**config.mk**
```make
export PLATFORM = sky130hd
export DESIGN_NAME = inference_sequencer
export DESIGN_NICKNAME = d
export VERILOG_FILES = /design/src/rtl/inference_sequencer.sv
export SDC_FILE = /design/constraint.sdc
export NUM_CORES = 1
export LEC_CHECK = 0
export CAP_MARGIN = 40
export CORE_AREA = 2 2 385 387
export CTS_BUF_LIST = sky130_fd_sc_hd__clkbuf_4
export DETAILED_ROUTE_END_ITERATION = 6
export DIE_AREA = 0 0 387 389
export SYNTH_ARGS = -nofsm -noshare
export SYNTH_HDL_FRONTEND = slang
export SYNTH_SLANG_ARGS = --single-unit
```
**constraint.sdc**
```tcl
create_clock -name clk -period 3.1 [get_ports clk]
set_input_delay 0.31 -clock clk [delete_from_list [all_inputs] [get_ports clk]]
set_output_delay 0.31 -clock clk [all_outputs]
set_load 0.05 [all_outputs]
```
**src/rtl/inference_sequencer.sv**
```systemverilog
// -----------------------------------------------------------------------------
// inference_sequencer
//
// Runs one inference of the neural-network core. When start is accepted, the
// block streams the NPIX image bytes from the register bank to the core over a
// valid/ready handshake. It then waits for the core's result and latches the
// class prediction for the host read register. If the core does not answer
// within TIMEOUT cycles, the run ends with an error.
//
// Optional feature, enabled by the macro SEQ_SNAPSHOT_EN:
//   When defined, the image is copied into an internal buffer on an accepted
//   start. Register writes during a run then cannot disturb the streamed
//   image. When undefined, pixels are read live from pix_flat.
//
// Parameters
//   NPIX     pixels per image (also the number of write registers)
//   WORD     pixel width in bits
//   CLASS_W  prediction width in bits
//   TIMEOUT  maximum cycles spent waiting for the core's result (>= 2)
//
// Ports
//   clk        system clock
//   rst        synchronous active-high reset; aborts any run without a done
//   start      one-cycle request to run an inference (ignored while busy)
//   pix_flat   image from the register bank, pixel i at [i*WORD +: WORD]
//   pix_data   pixel presented to the core (0 when not streaming)
//   pix_valid  pix_data is valid
//   pix_last   current beat carries pixel NPIX-1
//   pix_ready  core accepts the current beat
//   nn_done    core result valid pulse
//   nn_class   core result, sampled only with nn_done
//   pred       latched prediction (all ones after a timeout)
//   busy       a run is in progress
//   done       one-cycle pulse at the end of a run
//   err        last run timed out; sticky until the next accepted start
// -----------------------------------------------------------------------------
module inference_sequencer #(
  parameter int NPIX    = 121,
  parameter int WORD    = 8,
  parameter int CLASS_W = 4,
  parameter int TIMEOUT = 4096
) (
  input  logic                 clk,
  input  logic                 rst,
  input  logic                 start,
  input  logic [NPIX*WORD-1:0] pix_flat,
  output logic [WORD-1:0]      pix_data,
  output logic                 pix_valid,
  output logic                 pix_last,
  input  logic                 pix_ready,
  input  logic                 nn_done,
  input  logic [CLASS_W-1:0]   nn_class,
  output logic [CLASS_W-1:0]   pred,
  output logic                 busy,
  output logic                 done,
  output logic                 err
);

  localparam int IDX_W = (NPIX > 1) ? $clog2(NPIX) : 1;
  localparam int TMR_W = $clog2(TIMEOUT);

  localparam logic [IDX_W-1:0] LAST_IDX  = IDX_W'(NPIX - 1);
  localparam logic [TMR_W-1:0] LAST_TICK = TMR_W'(TIMEOUT - 1);

  typedef enum logic [1:0] {
    S_IDLE,
    S_STREAM,
    S_WAIT
  } state_t;

  state_t             state, state_next;
  logic [IDX_W-1:0]   idx, idx_next;
  logic [TMR_W-1:0]   timer, timer_next;
  logic [CLASS_W-1:0] pred_next;
  logic               err_next;
  logic               done_next;
  logic               busy_next;
  logic               load_image;
  logic [WORD-1:0]    cur_pix;

  // Pixel source for the current index. The select is written as an explicit
  // compare-per-entry mux. Index codes beyond NPIX-1 can never be reached,
  // and they simply fall through to zero.
`ifdef SEQ_SNAPSHOT_EN
  logic [WORD-1:0] snap [NPIX];

  // Image buffer, captured on the same cycle the run is accepted so the whole
  // stream comes from one consistent copy of the register bank.
  always_ff @(posedge clk) begin
    if (load_image) begin
      for (int i = 0; i < NPIX; i++) begin
        snap[i] <= pix_flat[i*WORD +: WORD];
      end
    end
  end

  always_comb begin
    cur_pix = '0;
    for (int i = 0; i < NPIX; i++) begin
      if (idx == IDX_W'(i)) cur_pix = snap[i];
    end
  end
`else
  always_comb begin
    cur_pix = '0;
    for (int i = 0; i < NPIX; i++) begin
      if (idx == IDX_W'(i)) cur_pix = pix_flat[i*WORD +: WORD];
    end
  end
`endif

  // Next-state and next-register logic. done only ever pulses for one cycle.
  // In WAIT, nn_done is tested before the timeout limit, so a result that
  // arrives on the very last tick still counts as success.
  always_comb begin
    state_next = state;
    idx_next   = idx;
    timer_next = timer;
    pred_next  = pred;
    err_next   = err;
    done_next  = 1'b0;
    load_image = 1'b0;

    case (state)
      S_IDLE: begin
        if (start) begin
          state_next = S_STREAM;
          idx_next   = '0;
          err_next   = 1'b0;
          load_image = 1'b1;
        end
      end

      S_STREAM: begin
        if (pix_ready) begin
          if (idx == LAST_IDX) begin
            state_next = S_WAIT;
            timer_next = '0;
          end else begin
            idx_next = idx + 1'b1;
          end
        end
      end

      S_WAIT: begin
        if (nn_done) begin
          pred_next  = nn_class;
          done_next  = 1'b1;
          state_next = S_IDLE;
        end else if (timer == LAST_TICK) begin
          pred_next  = '1;
          err_next   = 1'b1;
          done_next  = 1'b1;
          state_next = S_IDLE;
        end else begin
          timer_next = timer + 1'b1;
        end
      end

      default: begin
        state_next = S_IDLE;
      end
    endcase

    busy_next = (state_next != S_IDLE);
  end

  // State and output registers. Reset clears every visible output, including
  // the retained prediction and the sticky error flag.
  always_ff @(posedge clk) begin
    if (rst) begin
      state <= S_IDLE;
      idx   <= '0;
      timer <= '0;
      pred  <= '0;
      err   <= 1'b0;
      done  <= 1'b0;
      busy  <= 1'b0;
    end else begin
      state <= state_next;
      idx   <= idx_next;
      timer <= timer_next;
      pred  <= pred_next;
      err   <= err_next;
      done  <= done_next;
      busy  <= busy_next;
    end
  end

  // Stream outputs come from the registered state and index only. The one
  // exception is the live image path when no snapshot buffer is built.
  always_comb begin
    pix_valid = (state == S_STREAM);
    pix_data  = pix_valid ? cur_pix : '0;
    pix_last  = pix_valid && (idx == LAST_IDX);
  end

endmodule

```
==> metrics.yaml <==
placement:
  gp_congestion: 1.12
  placed_area_mm2: 0.0329
  placedCellCount: 5903
  place_ws_ns: -1.77
  dpl.hpwl_um: 193000
  numPortBuffers: 993
power_and_ir_drop:
  p_leak_nw: 13.8
  p_per_area_mw_per_mm2: 80.8
  peakVddDrop_v: 0.000146
clock_tree:
  hold_buffers: 0
  cts_made_buffers: 3
  path_clk_slew_ns: 0.19
  cts.path.max_buffers: 2
  clock_latency_ns: 0.37
  tritoncts: "done"
  cts.sinks: 28
  cts-root-buf: "clkbuf_4"
  cts-htree-levels: 1
setup_path:
  startpoint_type: "register"
  path_class: "register to output port"
  worstRegToRegCells: 12
  reg2reg_slack_ns: 0.30
  crit_start: "idx[1]"
  arrival_ns: 3.98
  r2r-end: "idx[5]"
  end_kind: "output port"
  worstPathMaxFanout: 8
  r2r-start: "idx[1]"
  crit_required_ns: 2.79
routing:
  first_iter_violations: 3219
  wl_per_cell_um: 35.5
  first_pass_iters: 6
  vias: 29200
  wl_um: 213000
  antenna_left: 0
  vias_per_cell: 4.88
  drc: 0
sta:
  fin_ws_ns: -1.19
  finalSetupViolCount: 8
  setup_tns_ns: -8.35
  worstMarginPinSlew_ns: 0.848
  rsz0062_at_grt: "yes"
  timing.fmax_mhz: 233
  period_minus_slack_ns: 4.29
  period_share_pct: 138
  slew_violations: 0
  max_slew_margin_pct: 43.4
  hold_ws_ns: 0.508
  fin_skew_ns: 0.0191
  hold_viol: 0
synth:
  ys_warn_count: 0
  syn_area_mm2: 0.0127
  synth_area_leaders: "nor2_1, nand2_1, a221oi_1"
  yosysTopAreaCell: "nor2_1"
  ys_seq_elements: 28
  synth.distinct_cells: 91
  netlist.area_leader.share_pct: 10.0
  synth.yosys.seq_area_share_pct: 4.42
  synth_top_flop_cell: "dfxtp_1"
  synth_most_common_cell: "nor2_1"
  synth-edff-count: 0
  synthCells: 2102
  async_reset_ff_share_pct: 0
  synth_common_cells: "nor2_1, nand2_1, o21ai_0, a21oi_1"
  syn_area_per_cell_um2: 6.03
  synth_nets: 3084
floorplan:
  die_y_um: 389
  coreArea_mm2: 0.147
  start_util_pct: 8.65
  ioPinCount: 994
  fp-row-count: 141
  die_w_um: 387
  dieArea_mm2: 0.151
global_routing:
  overflow: 0
  grt_max_degree: 31
  grt_usage_pct: 26.6
  top_usage_layer: "met2"
  antenna_found_initial: 73
  grtUsageMet3_pct: 6.02
  grtUsageMet2_pct: 46.1
  grt_first_pass_wirelength_um: 272000
  grt_pass1_vias: 28827
  gr-usage-met1_pct: 31.5
min_path:
  whs_path_depth: 2
  hold_path_end: "timer[11]"
  hp-class: "register to register"
  hp-start: "timer[11]"
cells_and_area:
  layout-drive-gt1-share_pct: 34.9
  area_growth_pct: 180
  fin_cells: 5980
  final_nets: 4998
  fin_area_mm2: 0.0355
outcome:
  violations: "setup timing"
  status: "finished with violations"
job:
  drv_cap: 0
-- layout make-up --
cell class,count,area (um^2)
diodes,35,87.6
clock buffers,3,22.5
clock inverters,1,30.0
fillers,16310,111000
inverters,8,35.0
multi-input cells,1943,13700
flip-flops and latches,28,584
well taps,1930,2410
repair buffers,2032,18600
-- stage by stage --
step | power, W | util [%]
after CTS | 0.00286 | 23.6
final | 0.00287 | 24.2
after global placement | 0.00252 | 22.4
after detailed placement | 0.00250 | 22.5
after global routing | 0.00293 | 24.2
after floorplan | 0.000565 | -
-- logic make-up (layout without fill, tap and decap cells) --
kind of cell / count (synthesis) / after routing / share of synthesized area (%)
flip-flops: 28 / 28 / 4.42
AND/OR/NAND/NOR: 1036 / 1036 / 39.7
multiplexers: 2 / 2 / 0.158
buffers and inverters: 131 / 2044 / 4.75
other: 0 / 35 / 0
XOR/XNOR: 12 / 12 / 0.829
AO/OA/AOI/OAI: 888 / 888 / 49.6
adder cells (fa/ha/maj): 5 / 5 / 0.493
-- worst max-delay path by stage --
stage | to | cells after the start
after global placement | pix_data[7] | 14
after floorplan | pix_data[5] | 12
after detailed placement | pix_data[5] | 15
after CTS | pix_data[5] | 14
after global routing | pix_data[3] | 17
final | pix_data[5] | 14
-- power breakdown --
group	leakage, nW	internal (W)	total, W	switching, W
Clock	0.0282	0.000131	0.000266	0.000136
Sequential	0.232	0.000359	0.000362	0.00000322
Combinational	13.5	0.00134	0.00224	0.000904
Total	13.8	0.00183	0.00287	0.00104
-- sequential cells by signal, indices dropped and copies added, names as in the netlist --
name and count:
idx 7, pred 4, done 1, err 1, state 2, busy 1
timer 12
-- timing repair --
action                                  CTS  global route
endpoints found under the setup margin    8             8
gates cloned                              1             0
pin swaps                                77            71
buffers inserted                         32            13
gates resized for setup                 307           131
-- cell usage in the layout, fill, tap and decap left out, types with 23 or more instances in the layout --
cell type,n
nand3_1,88
buf_4,940
a22oi_1,36
nand2_1,246
a31oi_1,26
nor2_2,30
o221ai_1,46
buf_6,46
nor3_1,82
nor2_1,298
a221oi_2,25
nand2_2,27
a21oi_1,125
o21ai_0,127
nand4_1,34
a211oi_1,28
o211ai_1,49
clkdlybuf4s50_1,983
o21ai_1,23
a221oi_1,73
o22ai_1,67
diode_2,35
buf_12,54
-- metal layers --
layer | vias up | wire length [um]
li1 | 12357 | -
met1 | 14431 | 81900
met2 | 1941 | 101000
met3 | 425 | 18000
met4 | 46 | 11200
met5 | - | 305
-- critical path, stage by stage (launching register included) --
cell       delay, ns
dfxtp_4         0.41
ha_4            0.19
buf_8           0.15
and4bb_1        0.21
buf_4           0.15
buf_4           0.15
nand2_1         0.11
buf_4           0.18
o22ai_1         0.12
o21ai_1         0.48
a31oi_4         0.20
a2111oi_4       0.49
a211oi_4        0.14
o211ai_1        0.35
buf_4           0.27
Power figures use the tool's default switching activity.
